File: config.mk
export PLATFORM = sky130hd
export DESIGN_NAME = regfile_onehot
export DESIGN_NICKNAME = d
export VERILOG_FILES = /design/src/rtl/regfile_pkg.sv /design/src/rtl/regfile_onehot_chk.sv /design/src/rtl/regfile_onehot.sv
export SDC_FILE = /design/constraint.sdc
export NUM_CORES = 1
export LEC_CHECK = 0
export BUFFER_PORTS_ARGS = -buffer_cell sky130_fd_sc_hd__buf_2
export CORE_MARGIN = 5
export CORE_UTILIZATION = 32
export CTS_BUF_LIST = sky130_fd_sc_hd__clkbuf_4
export DETAILED_ROUTE_END_ITERATION = 10
export GPL_TIMING_DRIVEN = 0
export PLACE_DENSITY_LB_ADDON = 0.25
export SLEW_MARGIN = 20
export SYNTH_ARGS = -nofsm -noshare
export SYNTH_HDL_FRONTEND = slang
export SYNTH_SLANG_ARGS = --single-unit
export TNS_END_PERCENT = 30
File: constraint.sdc
create_clock -name clk -period 17.4 [get_ports clk]
set_input_delay 1.74 -clock clk [delete_from_list [all_inputs] [get_ports clk]]
set_output_delay 1.74 -clock clk [all_outputs]
set_load 0.02 [all_outputs]
File: src/rtl/regfile_pkg.sv
// Shared definitions for the one-hot driven register file: default sizing,
// the hardwired-zero index and the common illegal-select test.
package regfile_pkg;

   localparam int unsigned DEF_WIDTH = 4;
   localparam int unsigned DEF_NREGS = 2 ** DEF_WIDTH;
   localparam int unsigned ZERO_IDX  = 0;

   // Widest select vector the illegal test accepts (covers WIDTH up to 6).
   localparam int unsigned SEL_MAX_W = 64;

   // A select is illegal when two or more bits are set. v & (v-1) clears the
   // lowest set bit, so a nonzero result means popcount > 1.
   function automatic logic sel_illegal(input logic [SEL_MAX_W-1:0] v);
      return (v & (v - SEL_MAX_W'(1))) != '0;
   endfunction

endpackage

File: src/rtl/regfile_onehot_chk.sv
// Classifies a one-hot select vector as empty or illegal (two or more bits).
module onehot_chk
   import regfile_pkg::*;
#(
   parameter int unsigned N = DEF_NREGS
) (
   input  logic [N-1:0] sel,
   output logic         is_zero,
   output logic         is_illegal
);

   // Pure combinational classification shared by both select inputs.
   always_comb begin
      is_zero    = (sel == '0);
      is_illegal = sel_illegal(SEL_MAX_W'(sel));
   end

endmodule

File: src/rtl/regfile_onehot.sv
// Register file with integrated busy scoreboard, driven by one-hot write and
// issue selects. Register 0 reads as zero and is never busy.
// Optional feature: define REGFILE_BYPASS_EN to forward same-edge write data
// (and the post-update busy flag) to a read of the same register.
module regfile_onehot
   import regfile_pkg::*;
#(
   parameter int unsigned WIDTH  = DEF_WIDTH,
   parameter int unsigned DATA_W = 32
) (
   input  logic                  clk,
   input  logic                  rst,
   input  logic [2**WIDTH-1:0]   wr_sel,
   input  logic [DATA_W-1:0]     wr_data,
   input  logic [2**WIDTH-1:0]   iss_sel,
   input  logic [WIDTH-1:0]      ra_addr,
   input  logic [WIDTH-1:0]      rb_addr,
   output logic [DATA_W-1:0]     ra_data,
   output logic [DATA_W-1:0]     rb_data,
   output logic                  ra_busy,
   output logic                  rb_busy,
   output logic [2**WIDTH-1:0]   busy,
   output logic                  sel_err
);

   localparam int unsigned NREGS = 2 ** WIDTH;

   logic [DATA_W-1:0] regs [NREGS];
   logic [NREGS-1:0]  busy_q;
   logic [NREGS-1:0]  busy_nxt;
   logic [NREGS-1:0]  wr_en;
   logic [NREGS-1:0]  iss_en;
   logic              wr_zero, wr_ill;
   logic              iss_zero, iss_ill;

   onehot_chk #(.N(NREGS)) u_wr_chk (
      .sel        (wr_sel),
      .is_zero    (wr_zero),
      .is_illegal (wr_ill)
   );

   onehot_chk #(.N(NREGS)) u_iss_chk (
      .sel        (iss_sel),
      .is_zero    (iss_zero),
      .is_illegal (iss_ill)
   );

   // Qualified per-register enables; an illegal select suppresses its whole operation.
   always_comb begin
      wr_en  = '0;
      iss_en = '0;
      if (!wr_ill && !wr_zero) begin
         wr_en = wr_sel;
      end
      if (!iss_ill && !iss_zero) begin
         iss_en = iss_sel;
      end
      wr_en[ZERO_IDX]  = 1'b0;
      iss_en[ZERO_IDX] = 1'b0;
      // Issue applied after write so a new producer wins over the retiring one.
      busy_nxt = (busy_q & ~wr_en) | iss_en;
      busy_nxt[ZERO_IDX] = 1'b0;
   end

   // Register storage; index 0 stays at its reset value of zero.
   always_ff @(posedge clk or posedge rst) begin
      if (rst) begin
         for (int i = 0; i < int'(NREGS); i++) begin
            regs[i] <= '0;
         end
      end else begin
         for (int i = 1; i < int'(NREGS); i++) begin
            if (wr_en[i]) begin
               regs[i] <= wr_data;
            end
         end
      end
   end

   // Busy scoreboard and sticky select-error flag.
   always_ff @(posedge clk or posedge rst) begin
      if (rst) begin
         busy_q  <= '0;
         sel_err <= 1'b0;
      end else begin
         busy_q  <= busy_nxt;
         sel_err <= sel_err | wr_ill | iss_ill;
      end
   end

   assign busy = busy_q;

   // Registered read ports; address 0 forces zero data and not-busy.
   always_ff @(posedge clk or posedge rst) begin
      if (rst) begin
         ra_data <= '0;
         ra_busy <= 1'b0;
         rb_data <= '0;
         rb_busy <= 1'b0;
      end else begin
         if (ra_addr == WIDTH'(ZERO_IDX)) begin
            ra_data <= '0;
            ra_busy <= 1'b0;
         end
`ifdef REGFILE_BYPASS_EN
         else if (wr_en[ra_addr]) begin
            ra_data <= wr_data;
            ra_busy <= iss_en[ra_addr];
         end
`endif
         else begin
            ra_data <= regs[ra_addr];
            ra_busy <= busy_q[ra_addr];
         end

         if (rb_addr == WIDTH'(ZERO_IDX)) begin
            rb_data <= '0;
            rb_busy <= 1'b0;
         end
`ifdef REGFILE_BYPASS_EN
         else if (wr_en[rb_addr]) begin
            rb_data <= wr_data;
            rb_busy <= iss_en[rb_addr];
         end
`endif
         else begin
            rb_data <= regs[rb_addr];
            rb_busy <= busy_q[rb_addr];
         end
      end
   end

endmodule
-- Word level (Yosys, flattened, before mapping)
Cells that the tools add are included.
W data, S select, Z words.
- output and inout bits: 83
- word-level logic and storage cells: 64
- flip-flop bits (word level): 562
- input bits: 74
- mux-type cells: 16
- reduce and logical (&&, ||, !) cells: 12
- add/sub/neg operators: 2
- magnitude comparators: 4
- bitwise gates (word level): 9
- operator list (kind ; number):
    $bmux W32 S4 ; 2
    $mux W32 ; 6
    $and A16 B64 Y64 ; 2
    $reduce_bool A64 Y1 ; 2
    $sub A16 B1 Y17 const B ; 2
    $logic_not A16 Y1 ; 2
    $mux W16 ; 2
    $and A16 B16 Y16 ; 1
    $not A16 Y16 ; 1
    $or A16 B16 Y16 ; 1
    $ge A5 B5 Y1 const B ; 2
    $lt A4 B5 Y1 const B ; 2
    $not A4 Y5 ; 2
    $bmux W1 S4 ; 2
    $logic_not A4 Y1 ; 2
    $logic_not A1 Y1 ; 4
    $mux W1 ; 4
    $logic_and A1 B1 Y1 ; 2
    $or A1 B1 Y1 ; 2

-- Logic depth before layout (Yosys ltp)
- depth in word-level cells: 9
- mapped depth: 10
- gate-level depth less buffers: 6

-- Modules after synthesis
A second synthesis with hierarchy kept.
- cells, all modules: 2049
- area total of the unflattened synthesis: 28905.2 um^2
- by module, submodules not included (module ; cells each ; instances ; area an instance (um^2)):
    regfile_onehot ; 1997 ; 1 ; 28507.3
    onehot_chk ; 26 ; 2 ; 198.9

-- Least setup slack after synthesis
Ideal clock, no wire load.
- path type: input -> register
- start point: input port wr_sel[0]
- end point: register regs[160] in the netlist's numbering
- setup slack: 13.266 ns
- stages: 9
- setup time: 0.128 ns
- arrival: 4.006 ns
- required time: 17.272 ns
- path buffers: 3
- cell sequence: or4_1 > buf_2 > nor3_4 > nand3_1 > a221oi_2 > buf_6 > nand3_4 > buf_2 > mux2_1
- longest elaborated chain between the ends: 6
- elaborated cells on any way between the ends: 8
- those cells by class: add/sub (1); mux (1); bitwise (1); reduce/logical (5)
- RTL lines (element ; RTL line ; RTL):
    start, declared ; regfile_onehot.sv:13 ; input logic [2**WIDTH-1:0] wr_sel,
    $sub A16 B1 Y17 ; regfile_pkg.sv:15 ; return (v & (v - SEL_MAX_W'(1))) != '0;
    $and A16 B64 Y64 ; regfile_pkg.sv:15 ;
    $reduce_bool A64 Y1 ; regfile_pkg.sv:15 ;
    $logic_not A1 Y1 ; regfile_onehot.sv:52 ; if (!wr_ill && !wr_zero) begin
    $logic_and A1 B1 Y1 * ; regfile_onehot.sv:52 ;
    $mux W16 * ; regfile_onehot.sv:52 ;
    end signal, assigned by index ; regfile_onehot.sv:74 ; regs[i] <= wr_data;
    end, declared ; regfile_onehot.sv:28 ; logic [DATA_W-1:0] regs [NREGS];
Mark *: on every way between the ends. The rest lies on a longest branch, timed or not.
A chain may end at the register's enable or synchronous reset.

-- Worst setup path in the final report
- start point: input port ra_addr[1]
- end point: register ra_data[17]
- longest elaborated chain between the ends: 5
- elaborated cells on any way between the ends: 6
- those cells by class: mux (4); bitwise (1); reduce/logical (1)
- RTL lines (element ; RTL line ; RTL):
    start, declared ; regfile_onehot.sv:16 ; input logic [WIDTH-1:0] ra_addr,
    $not A4 Y5 (implied by the code) ; regfile_onehot.sv:112 ; ra_data <= regs[ra_addr];
    $bmux W32 S4 ; regfile_onehot.sv:112 ;
    $mux W32 (implied by the code) (2 in a row) ; regfile_onehot.sv:112 ;
    $mux W32 * ; regfile_onehot.sv:101 ; if (ra_addr == WIDTH'(ZERO_IDX)) begin
    end signal, assigned ; regfile_onehot.sv:112 ;
    end, declared ; regfile_onehot.sv:18 ; output logic [DATA_W-1:0] ra_data,
Mark *: on every way between the ends. The rest lies on a longest branch, timed or not. The select of a mux whose other input is x is not followed.

==> flow_summary.ini <==
[detailed_routing]
drc = 0
routed_wl_um = 100400
wl_per_cell_um = 28.44
dr_total_vias = 19700
detail-route-antenna-nets = 0
drt_first_pass_iters = 5
drtIter0Drc = 1638
via_per_inst = 5.582

[clock_tree]
cts_hold_buf = 0
cts_resized = 0
htree_levels = 4
clock_path_buffers = 3
cts_tree = built
cts.clk_slew.worst_paths_ps = 60
root_buffer = clkbuf_4
clock-sinks = 562
postCtsSetupBuffers = 0
numCtsBuffers = 161
clock_latency_ps = 1070

[place]
placed_cells = 3247
hpwl_um = 68910
io_buffers = 147
gp_congestion = 0.8247

[synthesis]
ys_top_cells_by_count = dfrtp_1 (562), mux2_2 (334), mux2_1 (261)
synthArstFlopShare_pct = 100.0
synth_top_cells_by_area = dfrtp_1 (49%), mux4_2 (17%), mux2_2 (13%), mux2_1 (10%), clkbuf_1 (1.5%)
seq_area_frac_synth_pct = 49.42
synth_top_area_share_pct = 49.42
synthesis.nets = 1989
ys_warn_count = 32
yosys.area.top_type = dfrtp_1
netlist-cell-type-count = 41
yosysMostFrequentCell = dfrtp_1
synth_enable_flop_cells = 0
netlist_area_sq_um = 28460
syn_area_per_cell_sq_um = 14.86
synth_seq_cells = 562
ys.flop_type = dfrtp_1
synth_cells = 1915

[floorplan]
die_w_um = 308.2
core_area_sq_um = 88370
io_pins = 157
die-area_sq_um = 95000
die_h_um = 308.2
start_util_pct = 32.20
rows = 109

[global_route]
grt_pass1_vias = 21060
grt_max_degree = 35
gr-total-overflow = 0
antenna_found_initial = 10
grt_usage_pct = 21.11
grt_pass1_wl_um = 146100

[timing]
totalNegativeSetupSlack_ps = 0
setup_viol = 0
fin_crit_ps = 4725
final_hold_viol_count = 0
fin_worst_skew_ps = 86.98
worstMarginPinSlew_ps = 1272
period_share_pct = 27.16
max_freq_mhz = 211.6
timing.slew.headroom_pct = 15.21
final_max_slew_viol_count = 0
rsz0062_at_grt = false
fin_hold_ws_ps = 498.7

[setup_path]
arrival_ps = 5520
end_kind = register
critPathKind = input port to register
crit_start = ra_addr[1]
worstPathRequired_ps = 18190
r2r_start = regs[23]
critPathMaxFanout = 10
startpoint_type = input port

[cells_and_area]
final_util_pct = 37.50
fin_nets = 2319
syn_to_final_growth_pct = 16.47
drive_above_1_share_pct = 44.20
final_cell_count_no_fill = 3530

[power]
finalPower_uw = 2741
internal_power_uw = 1994
combPwrFrac_pct = 6.9
clkPwrFrac_pct = 45.4
power.leakage_uw = 0.01595
p_sw_share_pct = 27.24
peakVddDrop_mv = 0.05256
p_per_area_nw_per_um2 = 82.69
netSwitchingPower_uw = 746.5
seq_power_share_pct = 47.8

[hold_path]
min_path_type = register to register
min_from = sel_err

[outcome]
status = completed

[run]
drv_cap = 0
## state kept, by name, indices dropped and copies added (netlist names)
signal   count
busy        15
ra_busy      1
ra_data     32
rb_busy      1
rb_data     32
regs       480
sel_err      1
## cell usage in the layout (no fill, tap or decap), types with 3 or more instances in the layout
cell / instances
clkinv_2: 7
a21oi_1: 56
nand2_1: 54
a22o_1: 32
a22oi_1: 50
clkbuf_4: 227
nor4_1: 3
nand3_1: 6
o21ai_0: 56
mux2_2: 334
buf_1: 11
buf_12: 18
clkinv_4: 4
nand4b_1: 3
clkbuf_1: 102
buf_2: 194
nor2_1: 60
dfrtp_1: 562
clkinv_1: 32
diode_2: 3
nor3_1: 5
nand3_4: 9
mux4_2: 215
clkinvlp_4: 3
inv_6: 3
clkbuf_2: 16
or3_1: 5
mux2_1: 261
## logic make-up after synthesis
kind of cell               Yosys count  synth area share [%]
muxes                              810                 40.56
buffers and inverters              180                 2.550
adders and majority gates            2               0.07035
other                                1               0.01318
xor gates and xnor gates             1               0.03078
AOI/OAI and AO/OA                  201                 4.498
DFF                                562                 49.42
and+or+nand+nor                    158                 2.862
## metal layers
| layer | wire length (um) | global-route usage [%] | vias up |
|---|---|---|---|
| li1 | - | - | 8101 |
| met1 | 41760 | 27.74 | 10560 |
| met2 | 48110 | 33.99 | 835 |
| met3 | 7272 | 5.411 | 204 |
| met4 | 3231 | 7.712 | 6 |
| met5 | 43 | 0 | - |
## cell type report
type	instances	area, sq um
clock inverter	53	330.3
inverter	1	7.507
fill	8491	55230
timing repair buffer	167	1139
multi-input combinational	1173	13670
buffer	179	765.7
clock buffer	227	1704
tap	1165	1458
antenna	3	7.507
sequential	562	14060
## power groups by stage
stage                     clock network [uW]  registers, uW  logic [uW]
after floorplan                            0           1330        91.6
after global placement                     0           1340         174
after detailed placement                   0           1330         189
after CTS                               1280           1310         189
after global routing                    1350           1310         200
final                                   1240           1310         188
## critical path: stages
cell and delay, ps:
clkbuf_1 430, clkbuf_1 660, clkbuf_1 910, clkbuf_1 860, mux4_2 420, a21oi_1 280
o21ai_0 200
## through the flow
step | worst slack [ps] | cell area (sq um)
2_1_floorplan | 8008 | 28460
6_report | 12670 | 33140
3_5_place_dp | 11670 | 31100
3_3_place_gp | 4610 | 30660
4_1_cts | 12780 | 33130
5_1_grt | 12760 | 33140
## path summary, 6_finish.rpt
path                          endpoint  slack, ps  depth (start not counted)
setup / recovery           ra_data[17]      12670                          7
hold / removal                 sel_err        500                          1
setup reg to reg           ra_data[23]      15640                          4
hold reg to reg                sel_err        500                          1
max in group asynchronous     regs[42]      15160                          7
min in group asynchronous     busy[15]        690                          2
Power figures use the tool's default switching activity.
